## config.mk

```make
export PLATFORM = sky130hd
export DESIGN_NAME = uart_rx_ctrl_param_flat
export DESIGN_NICKNAME = d
export VERILOG_FILES = /design/src/rtl/uart_rx_ctrl_param_if.sv /design/src/rtl/uart_rx_ctrl_param.sv /design/src/flat_wrapper.sv
export SDC_FILE = /design/constraint.sdc
export NUM_CORES = 1
export LEC_CHECK = 0
export CORE_MARGIN = 4
export CORE_UTILIZATION = 38
export CTS_CLUSTER_SIZE = 16
export DETAILED_ROUTE_END_ITERATION = 12
export SYNTH_ARGS = -nofsm -noshare
export SYNTH_HDL_FRONTEND = slang
export SYNTH_SLANG_ARGS = --single-unit
```

## constraint.sdc

```tcl
create_clock -name CLK -period 6 [get_ports CLK]
set_input_delay 1.8 -clock CLK [delete_from_list [all_inputs] [get_ports CLK]]
set_output_delay 1.8 -clock CLK [all_outputs]
set_load 0.01 [all_outputs]
```

## src/rtl/uart_rx_ctrl_param_if.sv

```systemverilog
// UART receive controller bundle: serial line plus frame mode in, parallel word and status out.
interface uart_rx_ctrl_param_if #(
    parameter int unsigned DATA_W = 8
);
    logic              RX_IN;
    logic              PAR_EN;
    logic              PAR_TYP;
    logic              STOP2;
    logic [DATA_W-1:0] P_DATA;
    logic              data_valid;
    logic              par_err;
    logic              stp_err;
    logic              strt_glitch;
    logic              busy;

    // Receiver side
    modport slave (
        input  RX_IN, PAR_EN, PAR_TYP, STOP2,
        output P_DATA, data_valid, par_err, stp_err, strt_glitch, busy
    );

    // Line driver / data consumer side
    modport master (
        output RX_IN, PAR_EN, PAR_TYP, STOP2,
        input  P_DATA, data_valid, par_err, stp_err, strt_glitch, busy
    );
endinterface

```

## src/rtl/uart_rx_ctrl_param.sv

```systemverilog
// Parametrised UART receiver: start detect, 3-point majority sampling, LSB-first shifting,
// optional odd/even parity, 1 or 2 stop bits, per-frame mode latching and framing checks.
module uart_rx_ctrl_param #(
    parameter int unsigned DATA_W   = 8,
    parameter int unsigned OVERSAMP = 8
) (
    input logic                  CLK,
    input logic                  RST,
    uart_rx_ctrl_param_if.slave  rx_if
);
    localparam int unsigned EDGE_W = $clog2(OVERSAMP);
    localparam int unsigned BIT_W  = $clog2(DATA_W + 4);
    localparam int unsigned MID    = OVERSAMP / 2;

    localparam logic [EDGE_W-1:0] SMP_A     = EDGE_W'(MID - 1);
    localparam logic [EDGE_W-1:0] SMP_B     = EDGE_W'(MID);
    localparam logic [EDGE_W-1:0] SMP_C     = EDGE_W'(MID + 1);
    localparam logic [EDGE_W-1:0] EDGE_LAST = EDGE_W'(OVERSAMP - 1);
    localparam logic [BIT_W-1:0]  DATA_LAST = BIT_W'(DATA_W);
    // With OVERSAMP=4 the third sample point coincides with the bit end cycle
    localparam bit                LATE_SMP  = (MID + 1 == OVERSAMP - 1);

    typedef enum logic [2:0] {
        S_IDLE,
        S_START,
        S_DATA,
        S_PARITY,
        S_STOP
    } state_t;

    state_t              state_q, state_d;
    logic [EDGE_W-1:0]   edge_cnt_q, edge_cnt_d;
    logic [BIT_W-1:0]    bit_cnt_q, bit_cnt_d;
    logic [2:0]          smp_q, smp_d;
    logic [DATA_W-1:0]   shreg_q, shreg_d;
    logic                par_en_q, par_en_d;
    logic                par_typ_q, par_typ_d;
    logic                stop2_q, stop2_d;
    logic                stp_bad_q, stp_bad_d;
    logic [DATA_W-1:0]   pdata_q, pdata_d;
    logic                valid_q, valid_d;
    logic                perr_q, perr_d;
    logic                serr_q, serr_d;
    logic                glitch_q, glitch_d;
    logic                busy_q, busy_d;

    logic                bit_end_c;
    logic                smp_late_c;
    logic                sample_c;
    logic                stop_bad_c;
    logic [BIT_W-1:0]    stop_last_c;

    // Bit-end strobe, majority vote and framing helpers
    always_comb begin
        bit_end_c   = (edge_cnt_q == EDGE_LAST);
        smp_late_c  = LATE_SMP ? rx_if.RX_IN : smp_q[2];
        sample_c    = (smp_q[0] & smp_q[1]) | (smp_q[0] & smp_late_c) | (smp_q[1] & smp_late_c);
        stop_bad_c  = stp_bad_q | ~sample_c;
        stop_last_c = BIT_W'(DATA_W + 1) + BIT_W'(par_en_q) + BIT_W'(stop2_q);
    end

    // Next-state, counters, datapath and output pulses
    always_comb begin
        state_d    = state_q;
        edge_cnt_d = edge_cnt_q;
        bit_cnt_d  = bit_cnt_q;
        smp_d      = smp_q;
        shreg_d    = shreg_q;
        par_en_d   = par_en_q;
        par_typ_d  = par_typ_q;
        stop2_d    = stop2_q;
        stp_bad_d  = stp_bad_q;
        pdata_d    = pdata_q;
        valid_d    = 1'b0;
        perr_d     = 1'b0;
        serr_d     = 1'b0;
        glitch_d   = 1'b0;

        if (state_q != S_IDLE) begin
            edge_cnt_d = bit_end_c ? '0 : edge_cnt_q + EDGE_W'(1);
            bit_cnt_d  = bit_end_c ? bit_cnt_q + BIT_W'(1) : bit_cnt_q;
            if (edge_cnt_q == SMP_A) smp_d[0] = rx_if.RX_IN;
            if (edge_cnt_q == SMP_B) smp_d[1] = rx_if.RX_IN;
            if (edge_cnt_q == SMP_C) smp_d[2] = rx_if.RX_IN;
        end

        case (state_q)
            S_IDLE: begin
                if (!rx_if.RX_IN) begin
                    state_d    = S_START;
                    edge_cnt_d = '0;
                    bit_cnt_d  = '0;
                    stp_bad_d  = 1'b0;
                    par_en_d   = rx_if.PAR_EN;
                    par_typ_d  = rx_if.PAR_TYP;
                    stop2_d    = rx_if.STOP2;
                end
            end
            S_START: begin
                if (bit_end_c) begin
                    if (sample_c) begin
                        glitch_d = 1'b1;
                        state_d  = S_IDLE;
                    end else begin
                        state_d  = S_DATA;
                    end
                end
            end
            S_DATA: begin
                if (bit_end_c) begin
                    shreg_d = {sample_c, shreg_q[DATA_W-1:1]};
                    if (bit_cnt_q == DATA_LAST) begin
                        state_d = par_en_q ? S_PARITY : S_STOP;
                    end
                end
            end
            S_PARITY: begin
                if (bit_end_c) begin
                    if (sample_c != (^shreg_q ^ par_typ_q)) begin
                        perr_d  = 1'b1;
                        state_d = S_IDLE;
                    end else begin
                        state_d = S_STOP;
                    end
                end
            end
            S_STOP: begin
                if (bit_end_c) begin
                    if (bit_cnt_q != stop_last_c) begin
                        stp_bad_d = stop_bad_c;
                    end else if (stop_bad_c) begin
                        serr_d  = 1'b1;
                        state_d = S_IDLE;
                    end else begin
                        valid_d = 1'b1;
                        pdata_d = shreg_q;
                        if (!rx_if.RX_IN) begin
                            // Next start bit already on the line: chain without an idle cycle
                            state_d    = S_START;
                            edge_cnt_d = '0;
                            bit_cnt_d  = '0;
                            stp_bad_d  = 1'b0;
                            par_en_d   = rx_if.PAR_EN;
                            par_typ_d  = rx_if.PAR_TYP;
                            stop2_d    = rx_if.STOP2;
                        end else begin
                            state_d = S_IDLE;
                        end
                    end
                end
            end
            default: state_d = S_IDLE;
        endcase

        busy_d = (state_d != S_IDLE);
    end

    // State and output registers
    always_ff @(posedge CLK or posedge RST) begin
        if (RST) begin
            state_q    <= S_IDLE;
            edge_cnt_q <= '0;
            bit_cnt_q  <= '0;
            smp_q      <= '0;
            shreg_q    <= '0;
            par_en_q   <= 1'b0;
            par_typ_q  <= 1'b0;
            stop2_q    <= 1'b0;
            stp_bad_q  <= 1'b0;
            pdata_q    <= '0;
            valid_q    <= 1'b0;
            perr_q     <= 1'b0;
            serr_q     <= 1'b0;
            glitch_q   <= 1'b0;
            busy_q     <= 1'b0;
        end else begin
            state_q    <= state_d;
            edge_cnt_q <= edge_cnt_d;
            bit_cnt_q  <= bit_cnt_d;
            smp_q      <= smp_d;
            shreg_q    <= shreg_d;
            par_en_q   <= par_en_d;
            par_typ_q  <= par_typ_d;
            stop2_q    <= stop2_d;
            stp_bad_q  <= stp_bad_d;
            pdata_q    <= pdata_d;
            valid_q    <= valid_d;
            perr_q     <= perr_d;
            serr_q     <= serr_d;
            glitch_q   <= glitch_d;
            busy_q     <= busy_d;
        end
    end

    assign rx_if.P_DATA      = pdata_q;
    assign rx_if.data_valid  = valid_q;
    assign rx_if.par_err     = perr_q;
    assign rx_if.stp_err     = serr_q;
    assign rx_if.strt_glitch = glitch_q;
    assign rx_if.busy        = busy_q;
endmodule

```

## src/flat_wrapper.sv

```systemverilog
// flat-port wrapper written by rule: the top's interface ports become plain ports
module uart_rx_ctrl_param_flat 
#(
    parameter int unsigned DATA_W   = 8,
    parameter int unsigned OVERSAMP = 8
)
  (CLK, RST, rx_if_RX_IN, rx_if_PAR_EN, rx_if_PAR_TYP, rx_if_STOP2, rx_if_P_DATA, rx_if_data_valid, rx_if_par_err, rx_if_stp_err, rx_if_strt_glitch, rx_if_busy);
  uart_rx_ctrl_param_if #(.DATA_W(DATA_W)) rx_if_i ();
  input logic CLK;
  input logic RST;
  input wire logic [$bits(rx_if_i.RX_IN)-1:0] rx_if_RX_IN;
  input wire logic [$bits(rx_if_i.PAR_EN)-1:0] rx_if_PAR_EN;
  input wire logic [$bits(rx_if_i.PAR_TYP)-1:0] rx_if_PAR_TYP;
  input wire logic [$bits(rx_if_i.STOP2)-1:0] rx_if_STOP2;
  output wire logic [$bits(rx_if_i.P_DATA)-1:0] rx_if_P_DATA;
  output wire logic [$bits(rx_if_i.data_valid)-1:0] rx_if_data_valid;
  output wire logic [$bits(rx_if_i.par_err)-1:0] rx_if_par_err;
  output wire logic [$bits(rx_if_i.stp_err)-1:0] rx_if_stp_err;
  output wire logic [$bits(rx_if_i.strt_glitch)-1:0] rx_if_strt_glitch;
  output wire logic [$bits(rx_if_i.busy)-1:0] rx_if_busy;
  assign rx_if_i.RX_IN = rx_if_RX_IN;
  assign rx_if_i.PAR_EN = rx_if_PAR_EN;
  assign rx_if_i.PAR_TYP = rx_if_PAR_TYP;
  assign rx_if_i.STOP2 = rx_if_STOP2;
  assign rx_if_P_DATA = rx_if_i.P_DATA;
  assign rx_if_data_valid = rx_if_i.data_valid;
  assign rx_if_par_err = rx_if_i.par_err;
  assign rx_if_stp_err = rx_if_i.stp_err;
  assign rx_if_strt_glitch = rx_if_i.strt_glitch;
  assign rx_if_busy = rx_if_i.busy;
  uart_rx_ctrl_param #(.DATA_W(DATA_W), .OVERSAMP(OVERSAMP)) u_core (.CLK(CLK), .RST(RST), .rx_if(rx_if_i));
endmodule
```

After elaboration in Yosys (flattened, before gate mapping):

Index checks and enable logic that the tools add are counted.

* bits in registers: 38
* bits of input ports: 6
* output and inout port bits: 13
* logic and storage cells: 119

* add/subtract/negate cells: 4
* eq/ne operators: 15
* muxes and demuxes: 61
* bitwise logic cells: 10
* reductions and logical operators: 12

Operators by type and width (count)
* $mux W3: 16
* $mux W1: 31
* $mux W4: 6
* $pmux W3 S5: 1
* $eq A3 B3 Y1 const B: 4
* $eq A3 B2 Y1 const B: 3
* $pmux W1 S2: 4
* $pmux W4 S2: 1
* $reduce_and A2 Y1: 4
* $reduce_and A4 Y1: 2
* $reduce_xor A8 Y1: 1
* $pmux W3 S2: 1
* $reduce_bool A3 Y1: 2
* $add A4 B1 Y4: 1
* $add A4 B1 Y4 const A: 1
* $add A4 B1 Y4 const B: 1
* $eq A4 B4 Y1 const B: 1
* $ne A2 B2 Y1 const B: 2
* $ne A4 B4 Y1: 1
* $add A3 B1 Y3 const B: 1
* $and A1 B1 Y1: 3
* $eq A3 B1 Y1 const B: 1
* $logic_not A3 Y1: 1
* $ne A3 B3 Y1 const B: 1
* 8 further kinds: 12

Depth between registers and ports, before layout:

Gate-level depths: netlist of the first run.

* word-level depth: 10
* mapped depth: 8
* depth with buffers taken out: 7

Worst setup path before layout of the first run:

OpenSTA, ideal clock, no wires.

* path kind: in2reg
* start: input rx_if_RX_IN
* end: register u_core.par_en_q
* library setup time: 0.125 ns
* data arrival time: 2.632 ns
* data required time: 5.875 ns
* path slack: 3.243 ns
* cell stages on the path: 2
* buffers on the path: 0
* path through: nor4_4 -> mux2_2

* word-level cells in the longest chain between the ends: 5

Ends and longest elaborated chain
* start, declared: RTL line flat_wrapper.sv:11 `input wire logic [$bits(rx_if_i.RX_IN)-1:0] rx_if_RX_IN;`
* $mux W1 (*)
* $mux W1 (3 in series)
* $pmux W1 S2 (*)
* end signal, assigned: RTL line uart_rx_ctrl_param.sv:182 `par_en_q <= par_en_d;`
* end, declared: RTL line uart_rx_ctrl_param.sv:36 `logic par_en_q, par_en_d;`

Every way passes the cells marked *; elsewhere a longest branch is shown, timed or not. The select of a mux whose other input is x is not followed.
A chain may end at the register's enable or synchronous reset.

Worst setup path after layout of the first run:

* start: input rx_if_RX_IN
* end: register u_core.stop2_q

* word-level cells in the longest chain between the ends: 5

Ends and longest elaborated chain
* $mux W1 (*)
* $mux W1 (3 in series)
* $pmux W1 S2 (*)
* end signal, assigned: RTL line uart_rx_ctrl_param.sv:184 `stop2_q <= stop2_d;`
* end, declared: RTL line uart_rx_ctrl_param.sv:38 `logic stop2_q, stop2_d;`

Marked as above.

==> results of run 1 <==
-- registers in the layout (all words and copies together) (netlist names) --
register                  flops
u_core.rx_if.par_err          1
u_core.rx_if.busy             1
u_core.shreg_q                8
u_core.par_typ_q              1
u_core.stop2_q                1
u_core.bit_cnt_q              4
u_core.edge_cnt_q             3
u_core.par_en_q               1
u_core.state_q                3
u_core.rx_if.data_valid       1
u_core.rx_if.stp_err          1
u_core.smp_q                  3
u_core.rx_if.strt_glitch      1
u_core.rx_if.P_DATA           8
u_core.stp_bad_q              1
-- worst reg2reg max path, stage by stage, from the launching register on --
cell and delay (ns):
dfrtp_1 0.42, ha_1 0.20, ha_1 0.45, nand4_2 0.24, o21a_1 0.26, nor4_4 0.46
mux2_2 0.41
-- cell usage in the layout (no fill, tap or decap), drive strengths merged, types with 2 or more instances in the layout --
master,instances
xor2,4
nand2b,3
nand3b,3
bufinv,2
nor2,12
nand3,7
a31oi,4
or3,3
o2bb2ai,2
nor3b,2
clkbuf,6
dfrtp,38
clkdlybuf4s50,18
ha,8
inv,10
nand2,5
xnor2,8
mux2,22
a21oi,4
nor3,4
-- worst max path at each step --
stage | startpoint | to | slack (ns) | cells past startpoint
finish | rx_if_RX_IN | u_core.stop2_q$_DFFE_PP0P_ | 2.74 | 3
global route | rx_if_RX_IN | u_core.stop2_q$_DFFE_PP0P_ | 2.70 | 3
CTS | rx_if_RX_IN | u_core.stop2_q$_DFFE_PP0P_ | 2.75 | 3
detailed placement | rx_if_RX_IN | u_core.stop2_q$_DFFE_PP0P_ | 2.43 | 3
global placement | rx_if_RX_IN | u_core.par_typ_q$_DFFE_PP0P_ | 2.51 | 3
floorplan | rx_if_RX_IN | u_core.par_en_q$_DFFE_PP0P_ | 3.24 | 2
-- routing by layer --
layer / GRT usage [%] / share of wire [%] / vias up
li1: - / - / 588
met1: 14.96 / 47 / 599
met2: 19.43 / 47 / 24
met3: 3.364 / 4.5 / 5
met4: 6.228 / 1.1 / 0
met5: 0 / 0 / -
-- final cells by class --
class	instances	share of cell area, %
inverter	10	1.670
tap	67	3.731
multi-input combinational	103	37.58
sequential	38	42.32
clock inverter	2	2.673
timing repair buffer	19	8.352
clock buffer	6	3.675
-- cell families (layout without fill, tap and decap cells) --
family | Yosys count | count (layout) | synth area share [%]
simple gates | 44 | 44 | 13.76
flops | 38 | 38 | 51.28
mux | 22 | 22 | 13.36
compound gates | 15 | 15 | 5.601
buf+inv | 15 | 37 | 3.172
xor+xnor | 13 | 13 | 6.882
fa+ha+maj | 9 | 9 | 5.938
-- metrics by stage --
step / power, W / hold slack (ns)
finish: 0.0009792 / 0.5069
global route: 0.001052 / 0.5325
CTS: 0.0009909 / 0.5133
detailed placement: 0.0007205 / 0.4925
global placement: 0.0007031 / 0.4908
floorplan: 0.0006419 / 0.4695
-- cell usage after synthesis --
library cell | n | share of area (%)
a211oi_1 | 1 | 0.41
a21oi_1 | 4 | 1.1
a311o_1 | 1 | 0.54
a31oi_1 | 4 | 1.3
and2b_1 | 1 | 0.41
and4_1 | 1 | 0.47
buf_2 | 2 | 0.54
clkbuf_1 | 3 | 0.61
dfrtp_1 | 38 | 51
ha_1 | 8 | 5.4
inv_1 | 10 | 2.0
maj3_1 | 1 | 0.54
mux2_2 | 22 | 13
nand2_1 | 5 | 1.0
nand2b_1 | 3 | 1.0
nand3_1 | 7 | 1.9
nand3b_1 | 3 | 1.2
nand4_2 | 1 | 0.67
nor2_1 | 12 | 2.4
nor2b_1 | 1 | 0.34
nor3_1 | 3 | 0.81
nor3_2 | 1 | 0.54
nor3b_1 | 2 | 0.81
nor4_4 | 1 | 1.1
o21a_1 | 1 | 0.41
o2bb2ai_1 | 2 | 0.94
o31ai_1 | 1 | 0.41
o41ai_1 | 1 | 0.47
or3_1 | 3 | 1.0
xnor2_1 | 8 | 3.8
xnor3_1 | 1 | 1.2
xor2_1 | 4 | 1.9
-- power by group through the flow --
stage	combinational (W)	sequential, W	clock [W]
final	0.000318	0.000393	0.000268
after global placement	0.000310	0.000393	0
after CTS	0.000322	0.000394	0.000275
after global routing	0.000361	0.000406	0.000285
after floorplan	0.000277	0.000365	0
after detailed placement	0.000321	0.000399	0
==> impl_metrics.ini, run 1 <==
[outcome]
status = complete, no violations

[die]
io_pins = 19
rows = 25
initial_utilization_pct = 39.26
fp.dieW_um = 77.86
core_area_um2 = 4723
fp.dieArea_um2 = 6061
chipHeight_um = 77.86

[finish]
n_antenna_cell = 0
final_util_pct = 47.58
instances_no_fill = 245
seqCellArea_um2 = 950.9
drive_gt1_share_pct = 19.10
syn2layout_area_growth_pct = 21.19
multi_input_area_um2 = 844.6
stdcell_area_um2 = 2247
nFillCells = 420
layout.nets = 191

[sta]
min_period_ns = 3.256
fmax_mhz = 307.2
fin_ws_ns = 2.745
tightestPinTransition_ns = 0.7707
fin_skew_ns = 0.002935
fin_crit_sh_pct = 54.26
hold_violations = 0
setup_viol_count_final = 0
rsz0062_at_grt = false
maxSlewViolCount = 0
finalSetupTns_ns = 0
timing.slew.headroom_pct = 48.34

[grt]
grt_max_degree = 39
grt_pass1_wl_mm = 5.892
gr-total-overflow = 0
antenna_found_initial = 0
grt_pass1_vias = 1231
grt_util_all_layers_pct = 12.17

[synth]
netlist_area_um2 = 1854
syn_nets = 170
synth_area_per_cell_um2 = 11.89
ys.warnings.count = 0
postSynthCellCount = 156
synth.distinct_cells = 32
synth_seq_area_share_pct = 51.28
ys_ff_latch = 38

[power_and_ir_drop]
peakVddDrop_v = 0.0002069
power_frac_clock_pct = 27.4
power_frac_comb_pct = 32.5
p_int_w = 0.0006549
p_leak_nw = 0.9972
power_switching_w = 0.0003243
seqPwrFrac_pct = 40.2
swShare_pct = 33.12
powerDensity_nw_per_um2 = 435.8

[worst_hold_path]
holdPathEnd = u_core.rx_if.P_DATA[3]$_DFFE_PP0P_
hold_depth = 1
hold_class = reg -> reg
min_from = u_core.rx_if.P_DATA[3]$_DFFE_PP0P_

[critical_path]
start_kind = input port
critPathMaxStageDelay_ns = 0.66
crit_path_top_delay_cell = nor4_4
worstPathCellList = clkdlybuf4s50_1, nor4_4, mux2_2
r2r_start = u_core.edge_cnt_q[0]$_DFF_PP0_
worst-path-buf-inv = 1
reg2regPathDepth = 6
timing.rr.end = u_core.stop2_q$_DFFE_PP0P_
critPathMaxFanout = 10
rrSetupSlack_ns = 3.44
crit_required_ns = 6.18
critPathTopFamily = simple AND/OR/NAND/NOR gates
endpoint_kind = flip-flop
path_class = in -> reg
critPathArrivalTime_ns = 3.43

[clock_network]
cts_tree = done
htree_levels = 2
cts-root-buf = clkbuf_8
cts_buffers = 5
cts_setup_buffers = 0
clock_latency_ns = 0.29
clk_pin_slew_ns = 0.08
cts.sinks = 38
clk_path_buf_depth = 2
ctsResizeCount = 0
postCtsHoldBufs = 0

[routing]
routed_wl_mm = 3.325
remaining_drc_errors = 0
viasPerCell = 4.963
num_vias = 1216
wl_per_cell_um = 13.57
drtIter0Drc = 38
first_pass_iters = 4
antenna_left = 0

[place]
gp_congestion = 0.7692
dp.cells = 237
port_buffers = 18
place_hpwl_mm = 2.386
pre_cts_ws_ns = 2.430
placed_area_um2 = 2105

[job]
drv_cap = 0
Power figures use the tool's default switching activity.
==> inputs of run 2 (changes only) <==
- clock period: 6 -> 2.6 ns (I/O delays scaled with it)
==> run 2 against run 1 <==
  * Global-route usage about the same
  * Highest routed layer unchanged
  * Clock skew rose by 0.0025 ns
  * Routed wire length is 3.8% lower
==> impl_metrics.ini, run 2 (synthesized netlist as in run 1, its figures left out) <==
[worst_hold_path]
hold_class = reg -> reg
hold_depth = 1
holdPathEnd = u_core.rx_if.P_DATA[5]$_DFFE_PP0P_
min_from = u_core.rx_if.P_DATA[5]$_DFFE_PP0P_

[clock_network]
ctsResizeCount = 0
cts_setup_buffers = 0
clk_path_buf_depth = 2
cts.sinks = 38
htree_levels = 2
clock_latency_ns = 0.28
cts-root-buf = clkbuf_8
cts_tree = done
cts_buffers = 5
clk_pin_slew_ns = 0.07
postCtsHoldBufs = 0

[finish]
final_common_cell = dfrtp_1
drive_gt1_share_pct = 20.88
layout.nets = 195
n_antenna_cell = 0
final_util_pct = 48.21
layout_common_cells = dfrtp_1, mux2_2, clkdlybuf4s50_1
syn2layout_area_growth_pct = 22.81

[die]
core_area_um2 = 4723
chipHeight_um = 77.86
rows = 25
fp.dieArea_um2 = 6061
io_pins = 19
initial_utilization_pct = 39.26
fp.dieW_um = 77.86

[grt]
grt_pass1_wl_mm = 5.830
grt_max_degree = 39
antenna_found_initial = 0
grt_pass1_vias = 1268
grt_util_all_layers_pct = 12.14
gr-total-overflow = 0

[power_and_ir_drop]
finalPower_w = 0.002256
p_int_w = 0.001520
power_frac_clock_pct = 26.9
p_leak_nw = 1.019
power_frac_comb_pct = 33.1
swShare_pct = 32.63
seqPwrFrac_pct = 40.0
powerDensity_nw_per_um2 = 990.8
peakVddDrop_v = 0.0005275
power_switching_w = 0.0007362

[routing]
first_pass_iters = 3
viasPerCell = 4.827
wl_per_cell_um = 12.84
routed_wl_mm = 3.197
antenna_left = 0
num_vias = 1202
remaining_drc_errors = 0
drtIter0Drc = 21

[critical_path]
rrSetupSlack_ns = 0.42
critPathArrivalTime_ns = 2.35
critPathMaxFanout = 5
r2r_start = u_core.par_en_q$_DFFE_PP0P_
crit_required_ns = 2.77
reg2regPathDepth = 7
path_class = reg -> reg
start_kind = flip-flop
endpoint_kind = flip-flop
timing.rr.end = u_core.rx_if.P_DATA[7]$_DFFE_PP0P_

[outcome]
status = complete, no violations

[sta]
min_period_ns = 2.182
fin_skew_ns = 0.005462
finalSetupTns_ns = 0
rsz0062_at_grt = false
fmax_mhz = 458.4
fin_crit_sh_pct = 83.91
timing.slew.headroom_pct = 68.46
hold_violations = 0
maxSlewViolCount = 0
setup_viol_count_final = 0
hold_slack_ns = 0.5076
tightestPinTransition_ns = 0.4731
fin_ws_ns = 0.4184

[place]
place_hpwl_mm = 2.366
pre_cts_ws_ns = 0.2705
port_buffers = 18
gp_congestion = 0.7556

[job]
drv_cap = 0
## run 2: how the worst max path moves through the flow
stage	to	depth (start not counted)	slack, ns	start
floorplan	u_core.par_en_q$_DFFE_PP0P_	7	0.48	u_core.par_en_q$_DFFE_PP0P_
global placement	u_core.rx_if.busy$_DFF_PP0_	5	0.31	rx_if_RX_IN
detailed placement	u_core.rx_if.busy$_DFF_PP0_	5	0.27	rx_if_RX_IN
CTS	u_core.rx_if.P_DATA[7]$_DFFE_PP0P_	7	0.40	u_core.par_en_q$_DFFE_PP0P_
global route	u_core.rx_if.P_DATA[4]$_DFFE_PP0P_	7	0.27	u_core.par_en_q$_DFFE_PP0P_
finish	u_core.rx_if.P_DATA[7]$_DFFE_PP0P_	7	0.42	u_core.par_en_q$_DFFE_PP0P_
## run 2: metal layers
layer / wire length (µm) / track usage (%) / up-vias
li1: - / - / 589
met1: 1532 / 15.40 / 589
met2: 1485 / 18.75 / 18
met3: 112 / 3.712 / 6
met4: 67 / 5.872 / 0
met5: 0 / 0 / -
## run 2: power by group through the flow
stage	clock (W)	sequential [W]	combinational, W
final	0.000607	0.000903	0.000746
after global routing	0.000651	0.000935	0.000848
after CTS	0.000626	0.000904	0.000757
after detailed placement	0	0.000915	0.000752
after global placement	0	0.000907	0.000723
after floorplan	0	0.000843	0.000638
## run 2: metrics by stage
step,area [µm²],instances
6_report,2277,249
3_3_place_gp,2135,241
2_1_floorplan,1854,156
5_1_grt,2277,249
4_1_cts,2277,249
3_5_place_dp,2135,241
## run 2: cell type report
class | instances | area (µm²)
sequential | 38 | 950.9
tap | 67 | 83.83
clock buffer | 6 | 82.58
inverter | 10 | 37.54
multi-input combinational | 103 | 844.6
clock inverter | 2 | 60.06
timing repair buffer | 23 | 217.7
fill | 437 | 2446
## run 2: critical path, stage by stage (launching register included)
cell     delay, ns
dfrtp_1       0.39
inv_1         0.07
ha_1          0.28
xor2_1        0.23
nand4_2       0.20
nor3_2        0.33
buf_4         0.23
mux2_2        0.33
==> RTL change: new RTL, flow settings as in run 2 <==
`DATA_W` is set to 8 in 3 places; all go to 16.
--- a/src/rtl/uart_rx_ctrl_param_if.sv
+++ b/src/rtl/uart_rx_ctrl_param_if.sv
@@ -1,5 +1,5 @@
 // UART receive controller bundle: serial line plus frame mode in, parallel word and status out.
 interface uart_rx_ctrl_param_if #(
-    parameter int unsigned DATA_W = 8
+    parameter int unsigned DATA_W = 16
 );
     logic              RX_IN;
--- a/src/rtl/uart_rx_ctrl_param.sv
+++ b/src/rtl/uart_rx_ctrl_param.sv
@@ -2,5 +2,5 @@
 // optional odd/even parity, 1 or 2 stop bits, per-frame mode latching and framing checks.
 module uart_rx_ctrl_param #(
-    parameter int unsigned DATA_W   = 8,
+    parameter int unsigned DATA_W   = 16,
     parameter int unsigned OVERSAMP = 8
 ) (
--- a/src/flat_wrapper.sv
+++ b/src/flat_wrapper.sv
@@ -2,5 +2,5 @@
 module uart_rx_ctrl_param_flat 
 #(
-    parameter int unsigned DATA_W   = 8,
+    parameter int unsigned DATA_W   = 16,
     parameter int unsigned OVERSAMP = 8
 )
Interface: changed (resized rx_if_P_DATA); port bits go from 19 to 27. The function was not compared with the original's and may differ.
==> RTL change against run 2 <==
Sequential cell count is 17 higher. Non-clock buffer count is 8 higher. Largest cell class unchanged. Core utilization is 2.6 points lower. First-iteration DRC count is 130% higher. Synthesized area is 45% higher. Sequential share of layout area is 2.4 points higher. Routed wire length is 37% higher. Setup slack worse by 0.063 ns. Critical path depth stayed put. Power is 4.3% higher. Design area is 37% higher. Count of clock-buffer cells in the layout is 1 lower.
==> RTL change: results <==
[synth]
yosys.area_share.adder_pct = 4.15
seq_area_frac_synth_pct = 51.3
muxShareOfSynthArea_pct = 16.9
ys_top_cells_by_count = "dfrtp_1, mux2_2, xnor2_1"

[sta]
finClkSkew_ns = 0.0106
max_slew_margin_pct = 73.9

[run_status]
status = "completed"

[power]
leakagePower_uw = 0.00142
power.density_nw_per_um2 = 756
ir_worst_vdd_uv = 256

[final_layout]
buf_share_pct = 9.96
fillers = 666
buffers = 31
seqCellArea_um2 = 1380

[placed_design]
detailed_place.area_um2 = 3020
port_buffers = 26
globalplace.congestion = 0.815

[global_routing]
grt_use_total_pct = 11.5
grt_start_max_net_pins = 40

[floorplanning]
die-width_um = 92

[critical_path]
path_delay_family = "compound AO/OA/AOI/OAI gates"
r2r_start = "u_core.edge_cnt_q[0]$_DFF_PP0_"
cpPeakStageDelay_ns = 0.43

[route]
drtPass1Iterations = 4
wl_um = 4390
==> RTL change: where the power goes <==
part	internal, uW	switching [uW]	leakage [uW]
combinational	359	380	0.000636
clock	195	294	0.0000461
sequential	986	140	0.000739
total	1540	814	0.00142
==> RTL change: cells by family (layout without fill, tap and decap cells) <==
family | Yosys count | in the layout
flip-flops | 55 | 55
AND/OR/NAND/NOR | 46 | 46
multiplexers | 37 | 37
XOR/XNOR | 21 | 21
AO/OA/AOI/OAI | 18 | 18
buffers and inverters | 18 | 47
adder cells (fa/ha/maj) | 9 | 9
==> RTL change: metal layers <==
| layer | wire length, um | track usage [%] | vias up |
|---|---|---|---|
| li1 | - | - | 760 |
| met4 | 94 | 4.83 | 0 |
| met2 | 1940 | 16.5 | 28 |
| met1 | 2210 | 16.3 | 774 |
| met5 | 0 | 0 | - |
| met3 | 145 | 3.12 | 9 |
